`config.mk`:
```
export PLATFORM = sky130hd
export DESIGN_NAME = txpippm_step_scheduler
export DESIGN_NICKNAME = d
export VERILOG_FILES = /design/src/rtl/txpippm_pkg.sv /design/src/rtl/txpippm_interval_timer.sv /design/src/rtl/txpippm_step_scheduler.sv
export SDC_FILE = /design/constraint.sdc
export NUM_CORES = 1
export LEC_CHECK = 0
export CELL_PAD_IN_SITES_DETAIL_PLACEMENT = 0
export CELL_PAD_IN_SITES_GLOBAL_PLACEMENT = 1
export CORE_ASPECT_RATIO = 1.1
export CORE_MARGIN = 5
export CORE_UTILIZATION = 40
export DETAILED_ROUTE_END_ITERATION = 8
export PLACE_DENSITY_LB_ADDON = 0.1
export SYNTH_ARGS = -nofsm -noshare
export SYNTH_HDL_FRONTEND = slang
export SYNTH_SLANG_ARGS = --single-unit
```
`constraint.sdc`:
```
create_clock -name gtwiz_userclk_tx_usrclk_in -period 8.4 [get_ports gtwiz_userclk_tx_usrclk_in]
set_clock_uncertainty 0.05 [all_clocks]
set_input_delay 1.68 -clock gtwiz_userclk_tx_usrclk_in [delete_from_list [all_inputs] [get_ports gtwiz_userclk_tx_usrclk_in]]
set_output_delay 1.68 -clock gtwiz_userclk_tx_usrclk_in [all_outputs]
set_load 0.02 [all_outputs]
```
`src/rtl/txpippm_pkg.sv`:
```
// Shared definitions for the TX phase-interpolator step scheduler.
package txpippm_pkg;

  // Sequencer states; encodings are visible on the debug state port.
  typedef enum logic [1:0] {
    ST_IDLE = 2'b00,
    ST_HIGH = 2'b01,
    ST_LOW  = 2'b11,
    ST_DONE = 2'b10
  } state_t;

  // Number of cycles each pulse stays high.
  localparam int PULSE_HIGH_CYCLES = 4;

  // Shortest rising-edge-to-rising-edge spacing.
  // This guarantees at least four low cycles between pulses.
  localparam int MIN_INTERVAL = 8;

  // Position of the direction bit in the 5-bit PI step size.
  // Bits below it hold the magnitude.
  localparam int STEPSIZE_DIR_BIT = 4;

endpackage : txpippm_pkg

```
`src/rtl/txpippm_interval_timer.sv`:
```
// Loadable up-counter that times the high and low phases of each pulse.
// It also provides the terminal compares the sequencer needs.
module txpippm_interval_timer
  import txpippm_pkg::*;
#(
  parameter int WIDTH = 16
) (
  input  logic             gtwiz_userclk_tx_usrclk_in,
  input  logic             reset_in,
  input  logic             clear_in,
  input  logic             enable_in,
  input  logic [WIDTH-1:0] interval_in,
  output logic             ge_high_end_out,
  output logic             ge_abort_end_out,
  output logic             at_terminal_out
);

  logic [WIDTH-1:0] count_q;

  // Count up while enabled.
  // A clear restarts the count at zero for the next pulse.
  always_ff @(posedge gtwiz_userclk_tx_usrclk_in) begin
    // NOTE: sequential state uses non-blocking assignments so every register
    // samples pre-edge values regardless of statement order.
    if (reset_in || clear_in) begin
      count_q <= '0;
    end else if (enable_in) begin
      count_q <= count_q + WIDTH'(1);
    end
  end

  // Terminal compares used by the sequencer.
  always_comb begin
    ge_high_end_out  = (count_q >= WIDTH'(PULSE_HIGH_CYCLES - 1));
    ge_abort_end_out = (count_q >= WIDTH'(MIN_INTERVAL - 1));
    at_terminal_out  = (count_q == interval_in - WIDTH'(1));
  end

endmodule : txpippm_interval_timer

```
`src/rtl/txpippm_step_scheduler.sv`:
```
// Command-driven sequencer.
// It emits N well-formed step pulses to the TX PI PPM controllers.
module txpippm_step_scheduler
  import txpippm_pkg::*;
#(
  parameter int CHANNEL_COUNT  = 10,
  parameter int COUNT_WIDTH    = 16,
  parameter int INTERVAL_WIDTH = 16
) (
  input  logic                      gtwiz_userclk_tx_usrclk_in,
  input  logic                      reset_in,
  input  logic                      cmd_valid_in,
  output logic                      cmd_ready_out,
  input  logic [CHANNEL_COUNT-1:0]  cmd_sel_in,
  input  logic [COUNT_WIDTH-1:0]    cmd_count_in,
  input  logic [4:0]                cmd_stepsize_in,
  input  logic [INTERVAL_WIDTH-1:0] cmd_interval_in,
  input  logic                      abort_in,
  output logic [CHANNEL_COUNT-1:0]  sel_out,
  output logic                      pulse_out,
  output logic [4:0]                stepsize_out,
  output logic                      busy_out,
  output logic                      done_out,
  output logic                      aborted_out,
  output logic [COUNT_WIDTH-1:0]    pulses_issued_out,
  output logic [1:0]                state_out
);

  state_t                    state_q, state_d;
  logic [CHANNEL_COUNT-1:0]  sel_q;
  logic [4:0]                stepsize_q;
  logic [COUNT_WIDTH-1:0]    count_q;
  logic [COUNT_WIDTH-1:0]    issued_q;
  logic [INTERVAL_WIDTH-1:0] interval_q;
  logic                      abort_flag_q;
  logic                      ended_by_abort_q;

  logic accept;
  logic timer_clear;
  logic timer_enable;
  logic end_by_abort;
  logic ge_high_end;
  logic ge_abort_end;
  logic at_terminal;

  assign cmd_ready_out = (state_q == ST_IDLE) && !reset_in;
  assign accept        = cmd_valid_in && cmd_ready_out;
  assign timer_enable  = (state_q == ST_HIGH) || (state_q == ST_LOW);

  txpippm_interval_timer #(
    .WIDTH (INTERVAL_WIDTH)
  ) u_timer (
    .gtwiz_userclk_tx_usrclk_in (gtwiz_userclk_tx_usrclk_in),
    .reset_in                   (reset_in),
    .clear_in                   (timer_clear),
    .enable_in                  (timer_enable),
    .interval_in                (interval_q),
    .ge_high_end_out            (ge_high_end),
    .ge_abort_end_out           (ge_abort_end),
    .at_terminal_out            (at_terminal)
  );

  // State register.
  always_ff @(posedge gtwiz_userclk_tx_usrclk_in) begin
    if (reset_in) begin
      state_q <= ST_IDLE;
    end else begin
      state_q <= state_d;
    end
  end

  // Next-state logic.
  // In the low phase, the abort exit is checked before the natural end.
  always_comb begin
    // NOTE: every always_comb output gets a default first.
    // Without it, a path that skips an assignment would infer a latch.
    state_d      = state_q;
    timer_clear  = 1'b0;
    end_by_abort = 1'b0;
    unique case (state_q)
      ST_IDLE: begin
        if (accept) begin
          state_d     = (cmd_count_in == '0) ? ST_DONE : ST_HIGH;
          timer_clear = 1'b1;
        end
      end
      ST_HIGH: begin
        if (ge_high_end) begin
          state_d = ST_LOW;
        end
      end
      ST_LOW: begin
        if (abort_flag_q && ge_abort_end) begin
          state_d      = ST_DONE;
          end_by_abort = 1'b1;
        end else if (at_terminal) begin
          if (issued_q == count_q) begin
            state_d = ST_DONE;
          end else begin
            state_d     = ST_HIGH;
            timer_clear = 1'b1;
          end
        end
      end
      ST_DONE: state_d = ST_IDLE;
      default: state_d = ST_IDLE;
    endcase
  end

  // Command latch, issued counter and abort bookkeeping.
  always_ff @(posedge gtwiz_userclk_tx_usrclk_in) begin
    if (reset_in) begin
      sel_q            <= '0;
      stepsize_q       <= '0;
      count_q          <= '0;
      issued_q         <= '0;
      interval_q       <= '0;
      abort_flag_q     <= 1'b0;
      ended_by_abort_q <= 1'b0;
    end else begin
      if (accept) begin
        // A zero-length command steps no channel.
        // Its select is therefore never presented downstream.
        sel_q            <= (cmd_count_in == '0) ? '0 : cmd_sel_in;
        stepsize_q       <= cmd_stepsize_in;
        count_q          <= cmd_count_in;
        interval_q       <= (cmd_interval_in < INTERVAL_WIDTH'(MIN_INTERVAL))
                            ? INTERVAL_WIDTH'(MIN_INTERVAL) : cmd_interval_in;
        issued_q         <= '0;
        abort_flag_q     <= 1'b0;
        ended_by_abort_q <= 1'b0;
      end
      if (state_q == ST_HIGH && ge_high_end) begin
        issued_q <= issued_q + COUNT_WIDTH'(1);
      end
      if (timer_enable && abort_in) begin
        abort_flag_q <= 1'b1;
      end
      if (end_by_abort) begin
        ended_by_abort_q <= 1'b1;
      end
    end
  end

  // Output decode from registered state and registered command fields.
  always_comb begin
    pulse_out         = (state_q == ST_HIGH);
    busy_out          = timer_enable;
    done_out          = (state_q == ST_DONE);
    aborted_out       = (state_q == ST_DONE) && ended_by_abort_q;
    sel_out           = (state_q == ST_IDLE) ? '0 : sel_q;
    stepsize_out      = stepsize_q;
    pulses_issued_out = issued_q;
    state_out         = state_q;
  end

endmodule : txpippm_step_scheduler

```
==> metrics.yaml <==
grt_max_degree: 70
fillers: 1026
slew_viol_final: 0
viasPerCell: 5.13
grt_pass1_vias: 3642
multiInputGateArea_um2: 2370
cts_tree: "done"
synth_mux_area_share_pct: 0.719
die_height_um: 117
period_minus_slack_ns: 5.40
async_flop_share_pct: 0
port_buffers: 88
hold_viol_final: 0
final_cell_mix: "clkdlybuf4s50_1, nand2_1, dfxtp_1"
setup_viol: 0
initial_utilization_pct: 40.6
crit_path_start_kind: "input port"
hold_class: "flop to flop"
rsz0062_at_grt: "no"
final_nets: 647
avgSynthCellArea_um2: 8.13
powerDensity_nw_per_um2: 231
yosys-top-cells-area: "dfxtp_1, nand2_1, xnor2_1"
grt_usage_pct: 17.6
dieArea_um2: 12600
p_leak_nw: 1.87
final_common_cell: "clkdlybuf4s50_1"
fin_crit_sh_pct: 64.2
routed_wl_um: 10800
maxCapViolCount: 0
clkLatencyLatePin_ns: 0.33
cts.sinks: 83
diodes: 0
max_freq_ghz: 0.185
tightest_slew_ns: 1.09
synthAdderAreaFrac_pct: 2.10
ys_seq_area_share_pct: 39.8
worstPathMaxFanout: 27
drc_errors: 0
drtAntennaViolNets: 0
synthToLayoutAreaGrowth_pct: 30.7
crit_path_cell_trace: "clkdlybuf4s50_1, nor2b_1, clkdlybuf4s50_1"
critPathArrivalTime_ns: 3.67
place_ws_ns: 2.99
synth_top_area_cell: "dfxtp_1"
crit_slowest_cell: "clkdlybuf4s50_1"
overflow: 0
cts_hold_buffers: 0
layout-drive-gt1-share_pct: 4.38
synth_compound_area_share_pct: 17.3
syn_inst: 514
clockBufferDepth: 2
wl_per_cell_um: 14.6
crit_family: "buffers and inverters"
rows: 39
slew_headroom_pct: 27.2
clkTransAtPathRegs_ns: 0.06
synth_xor_area_share_pct: 10.1
synth_flop_cell: "dfxtp_1"
synth_top_area_share_pct: 39.8
end_kind: "output port"
synthSimpleGateAreaFrac_pct: 26.6
num_vias: 3779
grt_first_pass_wirelength_um: 17700
r2r_setup_slack_ns: 5.02
synth_edf_count: 0
coreArea_um2: 10300
ir_drop_uv: 119
antenna_found_initial: 0
firstDrtPassIters: 6
cts.htree.levels: 3
netlist-cell-type-count: 53
path_buf_inv: 2
setup_tns_ns: 0
worstSetupPathType: "input port to output port"
synth_area_um2: 4180
ios: 89
cts-root-buf: "clkbuf_16"
timing.final.ws_setup_ns: 3.00
cts_setup_buffers: 0
regArea_um2: 1660
cp.required_ns: 6.67
drtIter0Drc: 202
place_congestion: 0.838
status: "finished clean"
cts_resized: 0
place_hpwl_um: 7890
cpMostUsedCell: "clkdlybuf4s50_1"
synth-seq-cells: 83
yosys_warnings: 0
die_w_um: 107
synth_top_family_by_area: "simple AND/OR/NAND/NOR gates"
numCtsBuffers: 9
cpPeakStageDelay_ns: 0.94
synth_fp_nets: 572
[cell families after synthesis]
| group | after synthesis |
|---|---|
| AOI/OAI and AO/OA | 111 |
| and+or+nand+nor | 226 |
| DFF | 83 |
| adders and majority gates | 7 |
| buffers and inverters | 36 |
| muxes | 3 |
| xor gates and xnor gates | 48 |
[metrics by stage]
stage                     hold WS [ns]  cell area (um2)  total power, mW  utilization, %  instances
final                            0.407             5460             1.26            53.0        737
after floorplan                  0.391             4180            0.741               -        514
after CTS                        0.409             5460             1.28            53.0        737
after detailed placement         0.400             5140            0.863            50.0        721
after global placement           0.394             5140            0.859            50.0        721
after global routing             0.425             5460             1.34            53.0        737
[flip-flops by register name, indices dropped and copies added (netlist names)]
name	count
interval_q	16
state_out	2
abort_flag_q	1
sel_q	10
stepsize_out	5
ended_by_abort_q	1
count_q	16
pulses_issued_out	16
u_timer.count_q	16
[path summary, 6_finish.rpt]
kind	cells after the start	endpoint	from
worst min register to register	2	stepsize_out[0]	stepsize_out[0]
worst min-delay path	2	stepsize_out[0]	stepsize_out[0]
worst max-delay path	3	cmd_ready_out	reset_in
worst max register to register	9	u_timer.count_q[9]	interval_q[0]
[power by group]
| part | internal, mW | leakage, nW | switching [mW] | total [mW] |
|---|---|---|---|---|
| clock network | 0.255 | 0.148 | 0.155 | 0.409 |
| logic | 0.171 | 1.05 | 0.187 | 0.358 |
| registers | 0.445 | 0.678 | 0.0480 | 0.493 |
[metal layers]
| metal | vias to the layer above | part of all wire [%] | global-route usage (%) |
|---|---|---|---|
| met5 | - | 0 | 0 |
| met4 | 0 | 0.88 | 5.13 |
| met3 | 8 | 3.8 | 3.51 |
| met2 | 69 | 47 | 29.4 |
| met1 | 1735 | 48 | 23.4 |
| li1 | 1967 | - | - |
[synth_stat cells, types with 9 or more instances]
cell type and number:
a21oi_1 22, nor2b_1 13, nor4_1 12, nor3_1 9, o21ai_0 42, nand3_1 15, nand4_1 11, xor2_1 13
clkbuf_1 22, nor2_1 43, xnor2_1 35, nand2_1 85, a22o_1 15, dfxtp_1 83, inv_1 10
[layout make-up]
cell class              count  share of cell area (%)
clock inverters             3                   0.825
repair buffers             89                    16.3
inverters                  11                   0.756
clock buffers              13                    4.95
flip-flops and latches     83                    30.4
well taps                 143                    3.28
multi-input cells         395                    43.5
[worst min-delay path, delay by kind of cell (launching register included)]
| family | cells | cell delay, ns |
|---|---|---|
| compound gates | 1 | 0.06 |
| flops | 1 | 0.31 |
| simple gates | 1 | 0.05 |
Power figures use the tool's default switching activity.
